$ cat src/rtl/alu_cmd_sequencer.sv
// Command-side controller for the 32-bit combinational ALU: operand register file,
// one ALU operation per command, result/flags/tag returned over a valid/ready response.
// Optional: define ALU_OVF_COUNT_EN to build the 8-bit saturating overflow counter.
module alu_cmd_sequencer #(
    parameter int unsigned NREGS = 8,
    parameter int unsigned TAG_W = 4
) (
    input  logic                     clk,
    input  logic                     rst,

    input  logic                     cmd_valid,
    output logic                     cmd_ready,
    input  logic [4:0]               cmd_op,
    input  logic [$clog2(NREGS)-1:0] cmd_rd,
    input  logic [$clog2(NREGS)-1:0] cmd_rs1,
    input  logic [$clog2(NREGS)-1:0] cmd_rs2,
    input  logic [4:0]               cmd_shamt,
    input  logic                     cmd_cin,
    input  logic [TAG_W-1:0]         cmd_tag,

    input  logic                     load_en,
    input  logic [$clog2(NREGS)-1:0] load_addr,
    input  logic [31:0]              load_data,

    output logic [31:0]              alu_A,
    output logic [31:0]              alu_B,
    output logic                     alu_cin,
    output logic [4:0]               alu_shamt,
    output logic [4:0]               alu_opcode,
    input  logic [31:0]              alu_result,
    input  logic                     alu_carryout,
    input  logic                     alu_overflow,
    input  logic                     alu_zero,

    output logic                     rsp_valid,
    input  logic                     rsp_ready,
    output logic [31:0]              rsp_data,
    output logic [3:0]               rsp_flags,
    output logic [TAG_W-1:0]         rsp_tag,

    output logic [7:0]               ovf_count
);

    localparam int unsigned AW     = $clog2(NREGS);
    localparam logic [4:0]  OP_MAX = 5'd10;

    typedef enum logic [1:0] {
        StIdle,
        StExec,
        StResp
    } state_e;

    state_e            state_q, state_d;
    logic              accept;
    logic              capture;
    logic              op_valid;
    logic              wb_en;

    logic [31:0]       rf_q [NREGS];

    logic [AW-1:0]     rd_q;
    logic [TAG_W-1:0]  tag_q;
    logic [31:0]       alu_a_q;
    logic [31:0]       alu_b_q;
    logic              alu_cin_q;
    logic [4:0]        alu_shamt_q;
    logic [4:0]        alu_opcode_q;

    logic [31:0]       rsp_data_q;
    logic [3:0]        rsp_flags_q;
    logic [TAG_W-1:0]  rsp_tag_q;

    // ---------------------------------------------------------------------
    // Control FSM
    // ---------------------------------------------------------------------
    always_ff @(posedge clk) begin
        if (rst) begin
            state_q <= StIdle;
        end else begin
            state_q <= state_d;
        end
    end

    always_comb begin
        state_d   = state_q;
        cmd_ready = 1'b0;
        rsp_valid = 1'b0;
        accept    = 1'b0;
        capture   = 1'b0;
        unique case (state_q)
            StIdle: begin
                cmd_ready = 1'b1;
                if (cmd_valid) begin
                    accept  = 1'b1;
                    state_d = StExec;
                end
            end
            StExec: begin
                capture = 1'b1;
                state_d = StResp;
            end
            StResp: begin
                rsp_valid = 1'b1;
                if (rsp_ready) begin
                    state_d = StIdle;
                end
            end
            default: begin
                state_d = StIdle;
            end
        endcase
    end

    assign op_valid = (alu_opcode_q <= OP_MAX);
    assign wb_en    = capture && op_valid && (rd_q != '0);

    // ---------------------------------------------------------------------
    // Command snapshot; also the ALU drive registers, which hold between commands
    // ---------------------------------------------------------------------
    always_ff @(posedge clk) begin
        if (rst) begin
            rd_q         <= '0;
            tag_q        <= '0;
            alu_a_q      <= '0;
            alu_b_q      <= '0;
            alu_cin_q    <= 1'b0;
            alu_shamt_q  <= '0;
            alu_opcode_q <= '0;
        end else if (accept) begin
            rd_q         <= cmd_rd;
            tag_q        <= cmd_tag;
            alu_a_q      <= rf_q[cmd_rs1];
            alu_b_q      <= rf_q[cmd_rs2];
            alu_cin_q    <= cmd_cin;
            alu_shamt_q  <= cmd_shamt;
            alu_opcode_q <= cmd_op;
        end
    end

    assign alu_A      = alu_a_q;
    assign alu_B      = alu_b_q;
    assign alu_cin    = alu_cin_q;
    assign alu_shamt  = alu_shamt_q;
    assign alu_opcode = alu_opcode_q;

    // ---------------------------------------------------------------------
    // Register file: host loads in any state; a same-cycle writeback to the
    // same address is ordered last so it wins. Entry 0 is never written.
    // ---------------------------------------------------------------------
    always_ff @(posedge clk) begin
        if (rst) begin
            for (int i = 0; i < int'(NREGS); i++) begin
                rf_q[i] <= '0;
            end
        end else begin
            if (load_en && (load_addr != '0)) begin
                rf_q[load_addr] <= load_data;
            end
            if (wb_en) begin
                rf_q[rd_q] <= alu_result;
            end
        end
    end

    // ---------------------------------------------------------------------
    // Response capture
    // ---------------------------------------------------------------------
    always_ff @(posedge clk) begin
        if (rst) begin
            rsp_data_q  <= '0;
            rsp_flags_q <= '0;
            rsp_tag_q   <= '0;
        end else if (capture) begin
            rsp_tag_q <= tag_q;
            if (op_valid) begin
                rsp_data_q  <= alu_result;
                rsp_flags_q <= {1'b0, alu_zero, alu_overflow, alu_carryout};
            end else begin
                // Unknown opcode: ALU outputs are ignored, report err with a zero result
                rsp_data_q  <= '0;
                rsp_flags_q <= 4'b1100;
            end
        end
    end

    assign rsp_data  = rsp_data_q;
    assign rsp_flags = rsp_flags_q;
    assign rsp_tag   = rsp_tag_q;

    // ---------------------------------------------------------------------
    // Overflow counter
    // ---------------------------------------------------------------------
`ifdef ALU_OVF_COUNT_EN
    logic [7:0] ovf_count_q;

    always_ff @(posedge clk) begin
        if (rst) begin
            ovf_count_q <= '0;
        end else if (capture && op_valid && alu_overflow && (ovf_count_q != 8'hFF)) begin
            ovf_count_q <= ovf_count_q + 8'd1;
        end
    end

    assign ovf_count = ovf_count_q;
`else
    assign ovf_count = 8'd0;
`endif

endmodule
$ cat config.mk
export PLATFORM = sky130hd
export DESIGN_NAME = alu_cmd_sequencer
export DESIGN_NICKNAME = d
export VERILOG_FILES = /design/src/rtl/alu_cmd_sequencer.sv
export SDC_FILE = /design/constraint.sdc
export NUM_CORES = 1
export LEC_CHECK = 0
export BUFFER_PORTS_ARGS = -buffer_cell sky130_fd_sc_hd__buf_2
export CAP_MARGIN = 20
export CORE_MARGIN = 2
export CORE_UTILIZATION = 46
export DETAILED_ROUTE_END_ITERATION = 8
export PLACE_DENSITY = 0.68
export SLEW_MARGIN = 20
export SYNTH_ARGS = -nofsm -noshare
export SYNTH_HDL_FRONTEND = slang
export SYNTH_SLANG_ARGS = --single-unit
export TNS_END_PERCENT = 5
$ cat constraint.sdc
create_clock -name clk -period 2.6 [get_ports clk]
set_clock_uncertainty 0.2 [all_clocks]
set_input_delay 0.52 -clock clk [delete_from_list [all_inputs] [get_ports clk]]
set_output_delay 0.52 -clock clk [all_outputs]
set_load 0.02 [all_outputs]
[Word level (Yosys, flattened, before mapping)]
Memory sizes are Yosys's and may differ from the RTL's. A register that Yosys moved wholly into a read port is not among the register bits.
Index checks and enable logic that the tools add are counted.
Operators by class
  reduce and logical (&&, ||, !) cells: 9
  multiplexer cells: 24
  eq/ne operators: 4
  magnitude comparators: 1
Operators with widths (count)
  32-bit two-way mux: 3
  32-bit OR reduction: 2
  1-bit two-way mux: 15
  3-bit two-way mux: 2
  2-bit case mux with 3 select lines: 1
  3-bit nonzero test: 2
  5-bit by 4-bit <= comparator with 1-bit output (second input constant): 1
  2-bit two-way mux: 2
  4-bit two-way mux: 1
  2-bit inequality test (second input constant): 2
  1-bit logical AND: 3
  2-bit by 1-bit == test with 1-bit output (second input constant): 1
  2-bit == test (second input constant): 1
  2-bit zero test: 1
  2-bit AND reduction: 1
Storage, ports and cells
  flip-flop bits (word level): 60
  memories kept: 1
  word-level logic and storage cells: 48
  input port bits: 99
  bits in writable memories: 256
  output and inout bits: 125
Memory list
  rf_q: words 8, bits a word 32, rd ports 2, clocked after memory_dff 2, wr ports 8, line 59  | logic [31:0] rf_q [NREGS];

[Longest topological paths before layout]
Gate-level depths: netlist of run 1.
  word-level depth: 9
  gate-level depth with buffers: 7
  gate-level depth less buffers: 4

[Worst setup path after synthesis of run 1]
OpenSTA, ideal clock, no wires.
  path type: input-to-reg
  from: input rst
  to: memory rf_q[1][0], enable pin
  data required time: 2010 ps
  slack: -222 ps
  arrival time: 2233 ps
  path buffers: 0
  library setup time: 390 ps
  stages on the path: 3
  path through: or3b_4 a2111oi_4 or3_1
RTL lines
  start, declared: line 9  | input logic rst,
  end, declared: line 59

==> results of run 1 <==
-- cell usage in the layout, fill, tap and decap left out, types with 30 or more instances in the layout --
cell type and count:
mux2i_1 301, nand2_1 290, edfxtp_1 256, buf_2 212
a22oi_1 136, o31ai_1 132, dfxtp_1 124, nor2_1 118
a21oi_1 112, buf_4 71, nor3_1 68, clkbuf_16 43
conb_1 40, nand3_1 34, buf_12 30
-- flip-flops by register name, indices dropped and copies added, names as in the netlist, 3 cells and up --
| name | flops |
|---|---|
| alu_A | 32 |
| alu_B | 32 |
| alu_opcode | 5 |
| alu_shamt | 5 |
| rd_q | 3 |
| rf_q | 256 |
| rsp_data | 32 |
| rsp_flags | 4 |
| rsp_tag | 4 |
| tag_q | 4 |
-- worst register-to-register path, delay by kind of cell, from the launching register on --
kind            cells  cell delay [ns]
buf+inv             1             0.20
compound gates      2             0.68
flops               1             0.37
simple gates        2             0.69
-- routing by layer --
metal | vias to the layer above | track usage, % | wire, um | share of wire [%]
met3 | 152 | 5.30 | 6340 | 9.8
met1 | 8005 | 36.8 | 25700 | 40
met2 | 943 | 46.7 | 30300 | 47
met4 | 2 | 11.8 | 2110 | 3.3
li1 | 7476 | - | - | -
met5 | - | 0 | 13 | 0.020
-- where the power goes --
group          switching [mW]  internal (mW)  leakage [nW]
Combinational            1.37          0.755          5.31
Sequential              0.209           6.82          3.64
Clock                    2.41           3.31         0.645
Total                    3.99           10.9          9.59
-- layout make-up --
type                       instances  share of cell area [%]
sequential                       380                    43.0
timing repair buffer             330                    10.0
tap                              585                    3.10
inverter                          10                   0.159
clock buffer                      61                    5.11
antenna                            3                  0.0318
clock inverter                    15                   0.424
multi-input combinational       1379                    38.1
-- through the flow --
| step | instance area (um^2) | utilization, % | setup TNS (ns) | cells | setup slack (ns) |
|---|---|---|---|---|---|
| finish | 23600 | 55.1 | 0 | 2763 | 0.183 |
| global route | 23600 | 55.1 | 0 | 2763 | 0.0798 |
| CTS | 23600 | 55.1 | 0 | 2760 | 0.204 |
| detailed placement | 22200 | 51.7 | 0 | 2670 | 0.105 |
| global placement | 22200 | 51.7 | 0 | 2670 | 0.137 |
| floorplan | 20000 | - | -19.42 | 1950 | -0.165 |
-- cell families after synthesis --
kind of cell | synth area share (%)
and+or+nand+nor | 13.2
AOI/OAI and AO/OA | 14.5
muxes | 16.7
DFF | 51.2
other | 0.0189
buffers and inverters | 4.38
-- how the worst max path moves through the flow --
stage | depth (start not counted) | endpoint | from | slack [ns]
finish | 5 | rf_q[4][11] | alu_opcode[1] | 0.18
global route | 5 | rf_q[1][10] | rd_q[2] | 0.08
CTS | 5 | rf_q[4][30] | alu_opcode[1] | 0.20
detailed placement | 6 | rf_q[1][4] | rst | 0.10
global placement | 6 | rf_q[4][8] | rst | 0.14
floorplan | 4 | rf_q[5][0] | load_addr[0] | -0.16
-- timing repair --
item,4_1_cts,5_1_grt
endpoints found under the setup margin,0,0
hold buffers,14,0
endpoints found under the hold margin,14,0
gates resized for setup,0,0
==> results.tsv, run 1 <==
stage	metric	value	unit
min_path	hold_start	alu_carryout	
placement	routabilityCongestion	0.841	
clock_network	cts-root-buf	clkbuf_16	
worst_setup_path	cp-start-kind	flip-flop	
synth	synthCells	1911	
timing	period_share	93.0	%
drt	wirelength	64500	um
run_status	status	complete, no violations	
clock_network	clk_pin_slew	0.06	ns
worst_setup_path	max_stage_delay	0.55	ns
min_path	worstHoldPathCells	3	
timing	maxSlewHeadroom	56.3	%
worst_setup_path	cp-end-kind	flip-flop	
worst_setup_path	reg2reg_slack	0.18	ns
grt	grtUsageTotal	28.4	%
synth	synth_most_common_cell	mux2i_1	
cells_and_area	multi_input_area	9000	um^2
synth	synth_area_leader_cell	edfxtp_1	
worst_setup_path	r2r_cells	5	
worst_setup_path	arrival	2.51	ns
clock_network	insertion_delay	0.56	ns
clock_network	cts_setup_buffers	0	
floorplan	core	42900	um^2
placement	io_buffer_count	215	
cells_and_area	fin_nets	2241	
drt	firstDrtPassIters	5	
power	finalPower	14.9	mW
floorplan	io_pins	224	
worst_setup_path	cp_slowest_cell	a21o_1	
clock_network	cts_tree	done	
synth	ys_ff_latch	380	
floorplan	die_w	212	um
grt	grt_overflow	0	
clock_network	htreeDepth	2	
timing	timing.hold.ws	0.0121	ns
worst_setup_path	rr_startpoint	alu_opcode[1]	
drt	vias_per_cell	6.00	
worst_setup_path	critPathBufInv	1	
power	ir_worst_vdd	495	uV
min_path	holdPathEnd	rsp_flags[0]	
worst_setup_path	path_class	reg -> reg	
grt	antenna_found_initial	4	
synth	synth_edf_count	256	
job	cap_violations	0	
timing	finalCriticalPeriod	2.42	ns
drt	ant_nets	0	
drt	wire_per_inst	23.3	um
floorplan	num_rows	76	
synth	synth_seq_area_share	51.2	%
worst_setup_path	cpLargestDelayFamily	compound AO/OA/AOI/OAI gates	
worst_setup_path	required	2.70	ns
synth	async_reset_ff_share	0	%
synth	synth_warnings	0	
clock_network	numCtsBuffers	41	
power	cellPowerDensity	630	nW/um^2
synth	synth_top_area_share	38.7	%
floorplan	dieArea	44900	um^2
synth	ys_types	40	
worst_setup_path	crit_path_cell_trace	a21o_1 > a21oi_4 > and3_2 > or3_1 > buf_12	
worst_setup_path	reg2reg_to	rf_q[4][11]	
grt	grt_max_degree	119	
synth	netlist_top_cells_count	301 x mux2i_1, 291 x nand2_1, 256 x edfxtp_1	
drt	drt_iter0_drc	1705	
timing	setup_viol	0	
min_path	hp-class	in -> reg	
cells_and_area	n_fill_cell	3643	
timing	rsz0062_at_grt	false	
timing	fmax	414	MHz
floorplan	initial_utilization	46.3	%
drt	vias	16600	
cells_and_area	regArea	10200	um^2
cells_and_area	layout-drive-gt1-share	18.6	%
placement	dp_hpwl	40500	um
synth	syn_area_per_cell	10.4	um^2
grt	grt_pass1_wl	96300	um
floorplan	die_h	212	um
drt	drc_errors	0	
timing	hold_viol	0	
synth	synth_area	19900	um^2
synth	ys_dominant_reg_cell	edfxtp_1	
worst_setup_path	cp_max_fo	22	
timing	worstMarginPinSlew	0.653	ns
clock_network	clk_path_buf_depth	3	
timing	slew_viol_final	0	
synth	netlist_top_cells_area	edfxtp_1 39%, mux2i_1 15%, dfxtp_1 12%	
power	p_leak	9.59	nW
grt	grt_pass1_vias	16500	
cells_and_area	syn2layout_area_growth	18.9	%
clock_network	clkSinkCount	380	
Power figures use the tool's default switching activity.
==> inputs of run 2 (changes only) <==
==> constraint.sdc (replaced) <==
create_clock -name clk -period 2.6 [get_ports clk]
set_clock_uncertainty 0.2 [all_clocks]
set_input_delay 0.26 -clock clk [delete_from_list [all_inputs] [get_ports clk]]
set_output_delay 0.26 -clock clk [all_outputs]
set_load 0.02 [all_outputs]
==> results.tsv, run 2 (same netlist as run 1, synthesis figures left out) <==
stage	metric	value	unit
clock_network	cts_resized	0	
grt	grt_pass1_vias	16700	
cells_and_area	top_register	rf_q	
timing	timing.hold.ws	0.0417	ns
placement	io_buffer_count	215	
clock_network	htreeDepth	2	
timing	finalCriticalPeriod	2.44	ns
min_path	worstHoldPathCells	4	
drt	drc_errors	0	
worst_setup_path	arrival	2.53	ns
timing	rsz0062_at_grt	false	
cells_and_area	layout-drive-gt1-share	17.7	%
floorplan	die_w	212	um
placement	dp_hpwl	40800	um
drt	drt_iter0_drc	1642	
floorplan	die_h	212	um
cells_and_area	layout_common_cells	301 x mux2i_1, 290 x nand2_1, 256 x edfxtp_1	
min_path	holdPathEnd	tag_q[3]	
power	cellPowerDensity	625	nW/um^2
grt	grtUsageTotal	28.5	%
cells_and_area	syn2layout_area_growth	21.1	%
timing	fmax	410	MHz
worst_setup_path	reg2reg_slack	0.20	ns
drt	wirelength	64900	um
cells_and_area	layout_commonest_cell	mux2i_1	
placement	placed_cell_area	22000	um^2
worst_setup_path	setup.worst_path.start	rst	
clock_network	clk_pin_slew	0.06	ns
worst_setup_path	required	2.69	ns
job	cap_violations	0	
power	p_int	11.1	mW
timing	tns	0	ns
cells_and_area	fin_nets	2280	
floorplan	initial_utilization	46.3	%
grt	antenna_found_initial	4	
clock_network	cts-root-buf	clkbuf_16	
cells_and_area	fin_cells	2805	
placement	numPlacedInstances	2655	
clock_network	insertion_delay	0.54	ns
worst_setup_path	cp-start-kind	input port	
clock_network	cts_setup_buffers	0	
power	p_clk_share	38.8	%
drt	firstDrtPassIters	5	
power	finalPower	15.0	mW
timing	period_share	93.8	%
timing	setup_viol	0	
grt	grt_max_degree	56	
timing	hold_viol	0	
worst_setup_path	cp_max_fo	19	
grt	grt_overflow	0	
grt	grt_pass1_wl	96900	um
power	power_switching	3.98	mW
worst_setup_path	cp_slowest_cell	dlygate4sd3_1	
worst_setup_path	cp-end-kind	flip-flop	
timing	slew_viol_final	0	
floorplan	dieArea	44900	um^2
clock_network	numCtsBuffers	42	
floorplan	num_rows	76	
drt	ant_nets	0	
worst_setup_path	path_class	in -> reg	
power	netSwitchingFraction	26.5	%
drt	vias	16900	
clock_network	ctsHoldBuffers	67	
clock_network	cts_tree	done	
drt	vias_per_cell	6.03	
cells_and_area	design_area	24100	um^2
clock_network	clkSinkCount	380	
drt	wire_per_inst	23.1	um
power	pwr-share-comb	14.4	%
timing	maxSlewHeadroom	51.3	%
placement	routabilityCongestion	0.834	
power	pwr-share-seq	46.8	%
worst_setup_path	crit_path_cell_trace	dlygate4sd3_1 > buf_6 > or3b_4 > nor3_1 > and3_2 > buf_4 > mux2_1	
power	ir_worst_vdd	478	uV
floorplan	io_pins	224	
floorplan	core	42900	um^2
cells_and_area	largest_reg_flops	256	
min_path	hold_start	cmd_valid	
min_path	hp-class	in -> reg	
clock_network	clk_path_buf_depth	3	
worst_setup_path	rr_startpoint	alu_opcode[1]	
timing	worstMarginPinSlew	0.730	ns
worst_setup_path	r2r_cells	5	
worst_setup_path	max_stage_delay	0.55	ns
run_status	status	complete, no violations	
worst_setup_path	reg2reg_to	rf_q[4][8]	
power	p_leak	9.77	nW
run 2: through the flow:
step	util, %	setup WS [ns]
floorplan	-	-0.0627
detailed placement	51.4	0.220
finish	56.1	0.162
CTS	56.1	0.204
global placement	51.4	0.272
global route	56.1	0.0443
run 2: worst max-delay path, delay by kind of cell:
family / cells / cell delay (ns)
and+or+nand+nor: 3 / 0.86
buffers and inverters: 3 / 1.02
muxes: 1 / 0.37
run 2: cell type report:
type	instances	area, um^2
diodes	5	12.5
clock buffers	70	1320
clock inverters	8	38.8
fillers	3659	18800
inverters	10	37.5
multi-input cells	1379	9000
flip-flops and latches	380	10200
well taps	585	732
repair buffers	368	2750
run 2: how the worst max path moves through the flow:
| stage | endpoint | cells past startpoint |
|---|---|---|
| 6_report | rf_q[4][8] | 7 |
| 5_1_grt | rd_q[0] | 6 |
| 4_1_cts | rf_q[4][16] | 5 |
| 3_5_place_dp | rf_q[4][8] | 6 |
| 3_3_place_gp | rf_q[4][13] | 5 |
| 2_1_floorplan | rf_q[2][0] | 4 |
run 2: power groups by stage:
stage / sequential (mW) / clock [mW] / combinational, mW
after floorplan: 7.27 / 0 / 1.10
after global placement: 7.12 / 0 / 2.01
after detailed placement: 7.15 / 0 / 2.05
after CTS: 7.02 / 5.90 / 2.14
after global routing: 7.06 / 6.13 / 2.31
final: 7.03 / 5.84 / 2.17
run 2: layer usage:
layer	vias up	part of all wire [%]	track usage [%]
li1	7563	-	-
met2	1003	47	47.6
met3	182	9.9	4.76
met1	8178	39	36.6
met5	-	0	0
met4	0	3.8	12.2
